## config.mk

```make
export PLATFORM = sky130hd
export DESIGN_NAME = mem_stage
export DESIGN_NICKNAME = d
export VERILOG_FILES = /design/src/rtl/mem_stage.sv
export SDC_FILE = /design/constraint.sdc
export NUM_CORES = 1
export LEC_CHECK = 0
export CAP_MARGIN = 20
export CORE_AREA = 2 2 121 153
export CTS_CLUSTER_DIAMETER = 200
export CTS_CLUSTER_SIZE = 12
export DETAILED_ROUTE_END_ITERATION = 6
export DIE_AREA = 0 0 123 155
export GPL_ROUTABILITY_DRIVEN = 0
export PLACE_DENSITY = 0.67
export SLEW_MARGIN = 10
export SYNTH_ARGS = -nofsm -noshare
export SYNTH_HDL_FRONTEND = slang
export SYNTH_SLANG_ARGS = --single-unit
```

## constraint.sdc

```tcl
create_clock -name clk -period 4.9 [get_ports clk]
set_clock_uncertainty 0.15 [all_clocks]
set_input_delay 0.735 -clock clk [delete_from_list [all_inputs] [get_ports clk]]
set_output_delay 0.735 -clock clk [all_outputs]
set_load 0.03 [all_outputs]
```

## src/rtl/mem_stage.sv

```systemverilog
// rtl/mem_stage.sv - MEM pipeline stage: waits for data-SRAM responses, extends load data, forwards to WB.
module mem_stage #(
  parameter int EXE_TO_MEM_LEN = 109,
  parameter int MEM_TO_WB_LEN  = 70,
  parameter int MEM_RF_LEN     = 38
) (
  input  logic                      clk,
  input  logic                      resetn,
  input  logic [EXE_TO_MEM_LEN-1:0] EXE_to_MEM_BUS,
  input  logic                      EXE_to_MEM_valid,
  output logic                      MEM_allowin,
  input  logic                      WB_allowin,
  output logic                      MEM_to_WB_valid,
  output logic [MEM_TO_WB_LEN-1:0]  MEM_to_WB_BUS,
  output logic [MEM_RF_LEN-1:0]     MEM_RF_BUS,
  input  logic                      data_sram_data_ok,
  input  logic [31:0]               data_sram_rdata
);

  typedef enum logic [1:0] {
    S_IDLE = 2'd0,
    S_WAIT = 2'd1,
    S_DONE = 2'd2
  } state_t;

  logic                      mem_valid_q;
  state_t                    state_q;
  logic [EXE_TO_MEM_LEN-1:0] bus_q;
  logic [31:0]               rbuf_q;

  logic [31:0] pc;
  logic        gr_we;
  logic [4:0]  dest;
  logic [31:0] exe_result;
  logic        mem_en;
  logic [4:0]  load_op;
  logic        rfrom_mem;
  logic        unused_st_data;

  assign rfrom_mem      = bus_q[0];
  assign load_op        = bus_q[5:1];
  assign mem_en         = bus_q[6];
  assign unused_st_data = ^bus_q[38:7];
  assign exe_result     = bus_q[70:39];
  assign dest           = bus_q[75:71];
  assign gr_we          = bus_q[76];
  assign pc             = bus_q[108:77];

  logic need_resp;
  logic ready_go;
  logic accept;
  logic in_need_resp;

  assign need_resp    = mem_valid_q & (rfrom_mem | mem_en);
  assign ready_go     = !need_resp | ((state_q == S_WAIT) & data_sram_data_ok) | (state_q == S_DONE);
  assign MEM_allowin  = !mem_valid_q | (ready_go & WB_allowin);
  assign accept       = EXE_to_MEM_valid & MEM_allowin;
  assign in_need_resp = EXE_to_MEM_BUS[6] | EXE_to_MEM_BUS[0];

  // Next state after a retire depends on whether a new memory op enters at the same edge.
  always_ff @(posedge clk) begin
    if (!resetn) begin
      mem_valid_q <= 1'b0;
      state_q     <= S_IDLE;
      bus_q       <= '0;
      rbuf_q      <= '0;
    end else begin
      if (MEM_allowin) mem_valid_q <= EXE_to_MEM_valid;
      if (accept) bus_q <= EXE_to_MEM_BUS;
      case (state_q)
        S_IDLE: begin
          if (accept && in_need_resp) state_q <= S_WAIT;
        end
        S_WAIT: begin
          if (need_resp && data_sram_data_ok) begin
            if (WB_allowin) begin
              state_q <= (accept && in_need_resp) ? S_WAIT : S_IDLE;
            end else begin
              state_q <= S_DONE;
              rbuf_q  <= data_sram_rdata;
            end
          end
        end
        S_DONE: begin
          if (WB_allowin) state_q <= (accept && in_need_resp) ? S_WAIT : S_IDLE;
        end
        default: state_q <= S_IDLE;
      endcase
    end
  end

  logic [31:0] rd;
  logic [7:0]  rd_byte;
  logic [15:0] rd_half;
  logic [31:0] load_data;
  logic [31:0] final_result;

  assign rd      = (state_q == S_DONE) ? rbuf_q : data_sram_rdata;
  assign rd_half = exe_result[1] ? rd[31:16] : rd[15:0];

  always_comb begin
    rd_byte = rd[7:0];
    case (exe_result[1:0])
      2'd0: rd_byte = rd[7:0];
      2'd1: rd_byte = rd[15:8];
      2'd2: rd_byte = rd[23:16];
      2'd3: rd_byte = rd[31:24];
      default: rd_byte = rd[7:0];
    endcase
  end

  always_comb begin
    load_data = '0;
    if (load_op[0])      load_data = {{24{rd_byte[7]}}, rd_byte};
    else if (load_op[3]) load_data = {24'd0, rd_byte};
    else if (load_op[1]) load_data = {{16{rd_half[15]}}, rd_half};
    else if (load_op[4]) load_data = {16'd0, rd_half};
    else if (load_op[2]) load_data = rd;
  end

  assign final_result    = rfrom_mem ? load_data : exe_result;
  assign MEM_to_WB_valid = mem_valid_q & ready_go;
  assign MEM_to_WB_BUS   = {pc, gr_we, dest, final_result};

  // ID stalls on mem_pending: the result field is not yet meaningful for an unanswered load.
  assign MEM_RF_BUS = {{5{mem_valid_q & gr_we}} & dest,
                       mem_valid_q & rfrom_mem & !ready_go,
                       final_result};

endmodule
```

==> impl_metrics.ini, run 1 <==
[setup_path]
reg2reg_depth = 6
worstPathBufferInverterCount = 2
critPathMaxStageDelay_ps = 730
cp.required_ps = 4010
crit_top_cell = a21oi_1
crit_fanout = 15
path_delay_family = buffers and inverters
path_depth = 7
critPathLaunchType = flop
r2r_start = bus_q[0]$_SDFFE_PN0P_
cp_cell_sequence = nor2b_2 > buf_4 > nand2_1 > a21oi_1 > o21ai_0 > a21oi_1 > clkdlybuf4s50_1
cp_data_arrival_time_ps = 3310
r2r_setup_slack_ps = 2030
critical_path_class = reg2out
slowest_stage = clkdlybuf4s50_1
startpoint = state_q[1]$_SDFFE_PN0P_
rr_endpoint = bus_q[102]$_SDFFE_PN0P_
end_kind = output pin

[yosys]
postSynthAreaPerCell_sq_um = 7.352
synth_nets = 974
syn_area_sq_um = 6087
synth-adder-area-share_pct = 0
ys_seq_elements = 112
ys_warn_count = 0
synth_xor_area_share_pct = 0
syn_inst = 828
ys_types = 40
synth_top_family_by_area = simple AND/OR/NAND/NOR gates
synthSimpleGateAreaFrac_pct = 23.66
ys.flop_type = dfxtp_1
synth_edf_count = 0
async_reset_ff_share_pct = 0
synth_mux_area_share_pct = 7.297
ys_seq_area_share_pct = 36.83
synth_compound_area_share_pct = 18.68

[run]
cap_violations = 0

[final_layout]
syn_to_final_growth_pct = 35.35
multiInputGateArea_sq_um = 3037
drive_gt1_share_pct = 4.787
ff_latch_area_sq_um = 2242
fin_nets = 1081
fill_cells = 1826

[route]
dr.first_iter.drc_count = 370
ant_nets = 0
route.vias.total = 5690
wl_per_cell_um = 15.81
wl_um = 18480
vias_per_cell = 4.867
first_pass_iters = 5
drc = 0

[worst_hold_path]
holdPathStages = 2
whs_endpoint = bus_q[46]$_SDFFE_PN0P_
hp-start = bus_q[46]$_SDFFE_PN0P_
hold_path_class = reg2reg

[sta]
fin_crit_sh_pct = 85.56
grt_setup_unrepaired = no
final_hold_viol_count = 0
setup_viol = 0
fin_setup_tns_ps = 0
worst_pin_slew_ps = 839.1
fmax_mhz = 238.5
slew_violations = 0
whs_ps = 318.7
max_slew_margin_pct = 44.06
fin_crit_ps = 4192

[floorplanning]
die_w_um = 123
dieHeight_um = 155
die_area_sq_um = 19070
core_sq_um = 17750
pin_count = 256
rows = 55
initial_core_util_pct = 34.28

[cts]
cts_buffers = 9
worstSkewPairLatency_ps = 360
cts_setup_buffers = 0
htree_levels = 3
cts_sinks = 112
ctsHoldBuffers = 0
clk_path_buf_depth = 2
cts-root-buf = clkbuf_16
cts_resized = 0
clkTransAtPathRegs_ps = 80
tritoncts = built

[pwr]
power_density_nw_per_um2 = 308.9
p_leak_nw = 3.060
ir_drop_v = 0.0001490

[global_routing]
gr-total-overflow = 0
grt.total_usage_pct = 19.39
antenna_found_initial = 1
grt_max_degree = 141
grt_pass1_vias = 5337
grt_first_pass_wirelength_um = 28790

[status]
outcome = finished clean

[placed_design]
dpl.hpwl_um = 13300
io_buffers = 223
==> area by class of cell <==
type / count / area share (%)
multi-input cells: 576 / 36.86
repair buffers: 233 / 28.22
flip-flops and latches: 112 / 27.21
well taps: 228 / 3.462
clock buffers: 10 / 2.901
clock inverters: 6 / 1.185
inverters: 3 / 0.1367
diodes: 1 / 0.03037
==> power breakdown <==
part	leakage [nW]	total (mW)	switching, mW	internal, mW
clock	0.166	0.841	0.370	0.471
combinational	1.98	0.714	0.410	0.304
sequential	0.916	0.989	0.0319	0.957
total	3.06	2.54	0.812	1.73
==> flip-flops by register name, indices dropped and copies added (netlist names) <==
name / count
state_q: 2
mem_valid_q: 1
bus_q: 77
rbuf_q: 32
==> cells in the mapped netlist, types with 8 or more instances <==
| master | instances | area [sq um] |
|---|---|---|
| nand2_1 | 203 | 762.0 |
| mux2i_1 | 32 | 320.3 |
| buf_4 | 73 | 548.0 |
| buf_2 | 12 | 60.06 |
| o22ai_1 | 8 | 50.05 |
| nor2_1 | 35 | 131.4 |
| nand3_1 | 79 | 395.4 |
| a21oi_1 | 34 | 170.2 |
| mux2_2 | 9 | 101.4 |
| a21boi_0 | 34 | 255.2 |
| dfxtp_1 | 112 | 2242 |
| o21ai_0 | 101 | 505.5 |
| clkbuf_1 | 43 | 161.4 |
==> worst max path at each step <==
stage / to / slack [ps]
final: MEM_RF_BUS[31] / 710
after global routing: MEM_to_WB_BUS[31] / 530
after CTS: MEM_RF_BUS[31] / 690
after detailed placement: MEM_to_WB_BUS[29] / 740
after global placement: MEM_RF_BUS[29] / 790
after floorplan: MEM_to_WB_BUS[29] / 1590
==> placed cells by master (no fill, tap or decap), drive strengths merged, types with 8 or more instances in the layout <==
cell type	count
o21ai	102
a21boi	34
mux2	9
buf	11
mux2i	32
clkbuf	10
nand2	204
nor2	35
dfxtp	112
o22ai	8
a21oi	34
clkdlybuf4s50	222
nand3	79
==> layer usage <==
metal  wire length, um  vias up  global-route usage [%]
met1              8177     2560                   25.18
met2              8739      167                   31.52
li1                  -     2941                       -
met5                 0        -                       0
met3              1107       22                   4.399
met4               460        0                   6.602
==> stage by stage <==
stage               setup WS, ps  instance area, sq um  util, %  power (mW)  cells
finish                     707.8                  8239    46.41       2.545   1169
detailed placement         743.6                  7900    44.50       1.726   1152
global route               532.7                  8239    46.41       2.652   1169
CTS                        694.2                  8237    46.39       2.560   1168
floorplan                   1594                  6087        -       1.469    828
global placement           792.2                  7885    44.41       1.721   1151
==> tightest hold or removal path: stages (launching register included) <==
cell and delay, ps:
dfxtp_1 310, nand3_1 50, o21ai_0 60
==> cells by family after synthesis <==
family / count (synthesis)
buf+inv: 140
compound gates: 194
simple gates: 340
mux: 42
flops: 112
Power figures use the tool's default switching activity.
==> run 2: changes to the inputs <==
--- a/config.mk
+++ b/config.mk
@@ -12,6 +12,7 @@
 export DETAILED_ROUTE_END_ITERATION = 6
 export DIE_AREA = 0 0 123 155
 export GPL_ROUTABILITY_DRIVEN = 0
+export MAX_ROUTING_LAYER = met4
 export PLACE_DENSITY = 0.67
 export SLEW_MARGIN = 10
 export SYNTH_ARGS = -nofsm -noshare
==> impl_metrics.ini, run 2 (synthesized netlist as in run 1, its figures left out) <==
[pwr]
p_leak_nw = 3.060
ir_drop_v = 0.0001486
power_density_nw_per_um2 = 308.8

[setup_path]
path_delay_family = buffers and inverters
critPathLaunchType = flop
critical_path_class = reg2out
crit_top_cell = a21oi_1
critPathMaxStageDelay_ps = 730
end_kind = output pin
cp_cell_sequence = nor2b_2 > buf_4 > nand2_1 > a21oi_1 > o21ai_0 > a21oi_1 > clkdlybuf4s50_1
r2r_setup_slack_ps = 2030
cp.required_ps = 4010
crit_fanout = 15
slowest_stage = clkdlybuf4s50_1
cp_data_arrival_time_ps = 3300
worstPathBufferInverterCount = 2

[global_routing]
busiest_layer = met2
gr-usage-met2_pct = 31.70
met3_usage_pct = 4.106
grt_first_pass_wirelength_um = 28740
grt_pass1_vias = 5349
gr-total-overflow = 0
grt_max_degree = 141
grt.total_usage_pct = 19.93
antenna_found_initial = 1
grtUsageMet1_pct = 25.16

[final_layout]
drive_gt1_share_pct = 4.787
reg_top3 = bus_q: 77 flops, rbuf_q: 32 flops, state_q: 2 flops
layout_commonest_cell = clkdlybuf4s50_1
syn_to_final_growth_pct = 35.35
largest_reg_flops = 77
fin_nets = 1081
final_cell_mix = 222 x clkdlybuf4s50_1, 203 x nand2_1, 112 x dfxtp_1
multiInputGateArea_sq_um = 3037
ff_latch_area_sq_um = 2242
fill_cells = 1826
largest-register = bus_q

[cts]
tritoncts = built
worstSkewPairLatency_ps = 360
htree_levels = 3
cts-root-buf = clkbuf_16
clkTransAtPathRegs_ps = 80
cts_sinks = 112
ctsHoldBuffers = 0
cts_buffers = 9
clk_path_buf_depth = 2
cts_resized = 0
cts_setup_buffers = 0

[route]
vias_per_cell = 4.910
drc = 0
route.vias.total = 5740
dr.first_iter.drc_count = 373
first_pass_iters = 5
ant_nets = 0
wl_um = 18480
wl_per_cell_um = 15.80

[floorplanning]
core_sq_um = 17750
pin_count = 256
die_area_sq_um = 19070
dieHeight_um = 155
die_w_um = 123
initial_core_util_pct = 34.28
rows = 55

[placed_design]
io_buffers = 223
place_ws_ps = 743.6
dpl.hpwl_um = 13300

[sta]
setup_slack_ps = 719.3
fin_crit_sh_pct = 85.32
final_hold_viol_count = 0
fmax_mhz = 239.2
setup_viol = 0
fin_crit_ps = 4181
max_slew_margin_pct = 44.59
slew_violations = 0
grt_setup_unrepaired = no
worst_pin_slew_ps = 831.1
fin_setup_tns_ps = 0

[run]
cap_violations = 0

[status]
outcome = finished clean

[worst_hold_path]
hold_path_class = reg2reg
-- run 2: cell counts in the layout (fill, tap and decap cells not counted) --
No cell type changed its count.
-- run 2: worst reg2reg max path, cell delays in order, from the launching register on --
cell and delay (ps):
dfxtp_1 310, buf_4 400, o21a_1 280, a32oi_2 180
nand2_4 640, buf_4 560, o21ai_0 200
-- run 2: final timing paths --
check | startpoint | cells after the start | endpoint
setup / recovery | state_q[1]$_SDFFE_PN0P_ | 7 | MEM_RF_BUS[31]
hold / removal | rbuf_q[17]$_SDFFE_PN0P_ | 2 | rbuf_q[17]$_SDFFE_PN0P_
setup reg to reg | bus_q[0]$_SDFFE_PN0P_ | 6 | bus_q[102]$_SDFFE_PN0P_
hold reg to reg | rbuf_q[17]$_SDFFE_PN0P_ | 2 | rbuf_q[17]$_SDFFE_PN0P_
-- run 2: metal layers --
metal  part of all wire (%)  vias to the layer above
met4                    2.7                        0
met1                     44                     2592
met3                    5.7                       25
met5                      0                        -
met2                     48                      178
li1                       -                     2945
-- run 2: per-stage QoR --
step           instance area, sq um  power, mW  cells  util, %  hold slack, ps
6_report                       8239      2.544   1169    46.41           317.6
5_1_grt                        8239      2.650   1169    46.41           343.1
4_1_cts                        8237      2.560   1168    46.39           318.2
3_5_place_dp                   7900      1.726   1152    44.50           308.0
3_3_place_gp                   7885      1.721   1151    44.41           299.6
2_1_floorplan                  6087      1.469    828        -           286.1
-- run 2: where the power goes --
part	internal (mW)	switching, mW
clock network	0.471	0.369
registers	0.957	0.0320
logic	0.304	0.410
-- run 2: cell type report --
cell class	instances	share of cell area [%]
Tap cell	228	3.462
Inverter	3	0.1367
Clock inverter	6	1.185
Multi-Input combinational cell	576	36.86
Clock buffer	10	2.901
Sequential cell	112	27.21
Timing Repair Buffer	233	28.22
Antenna cell	1	0.03037
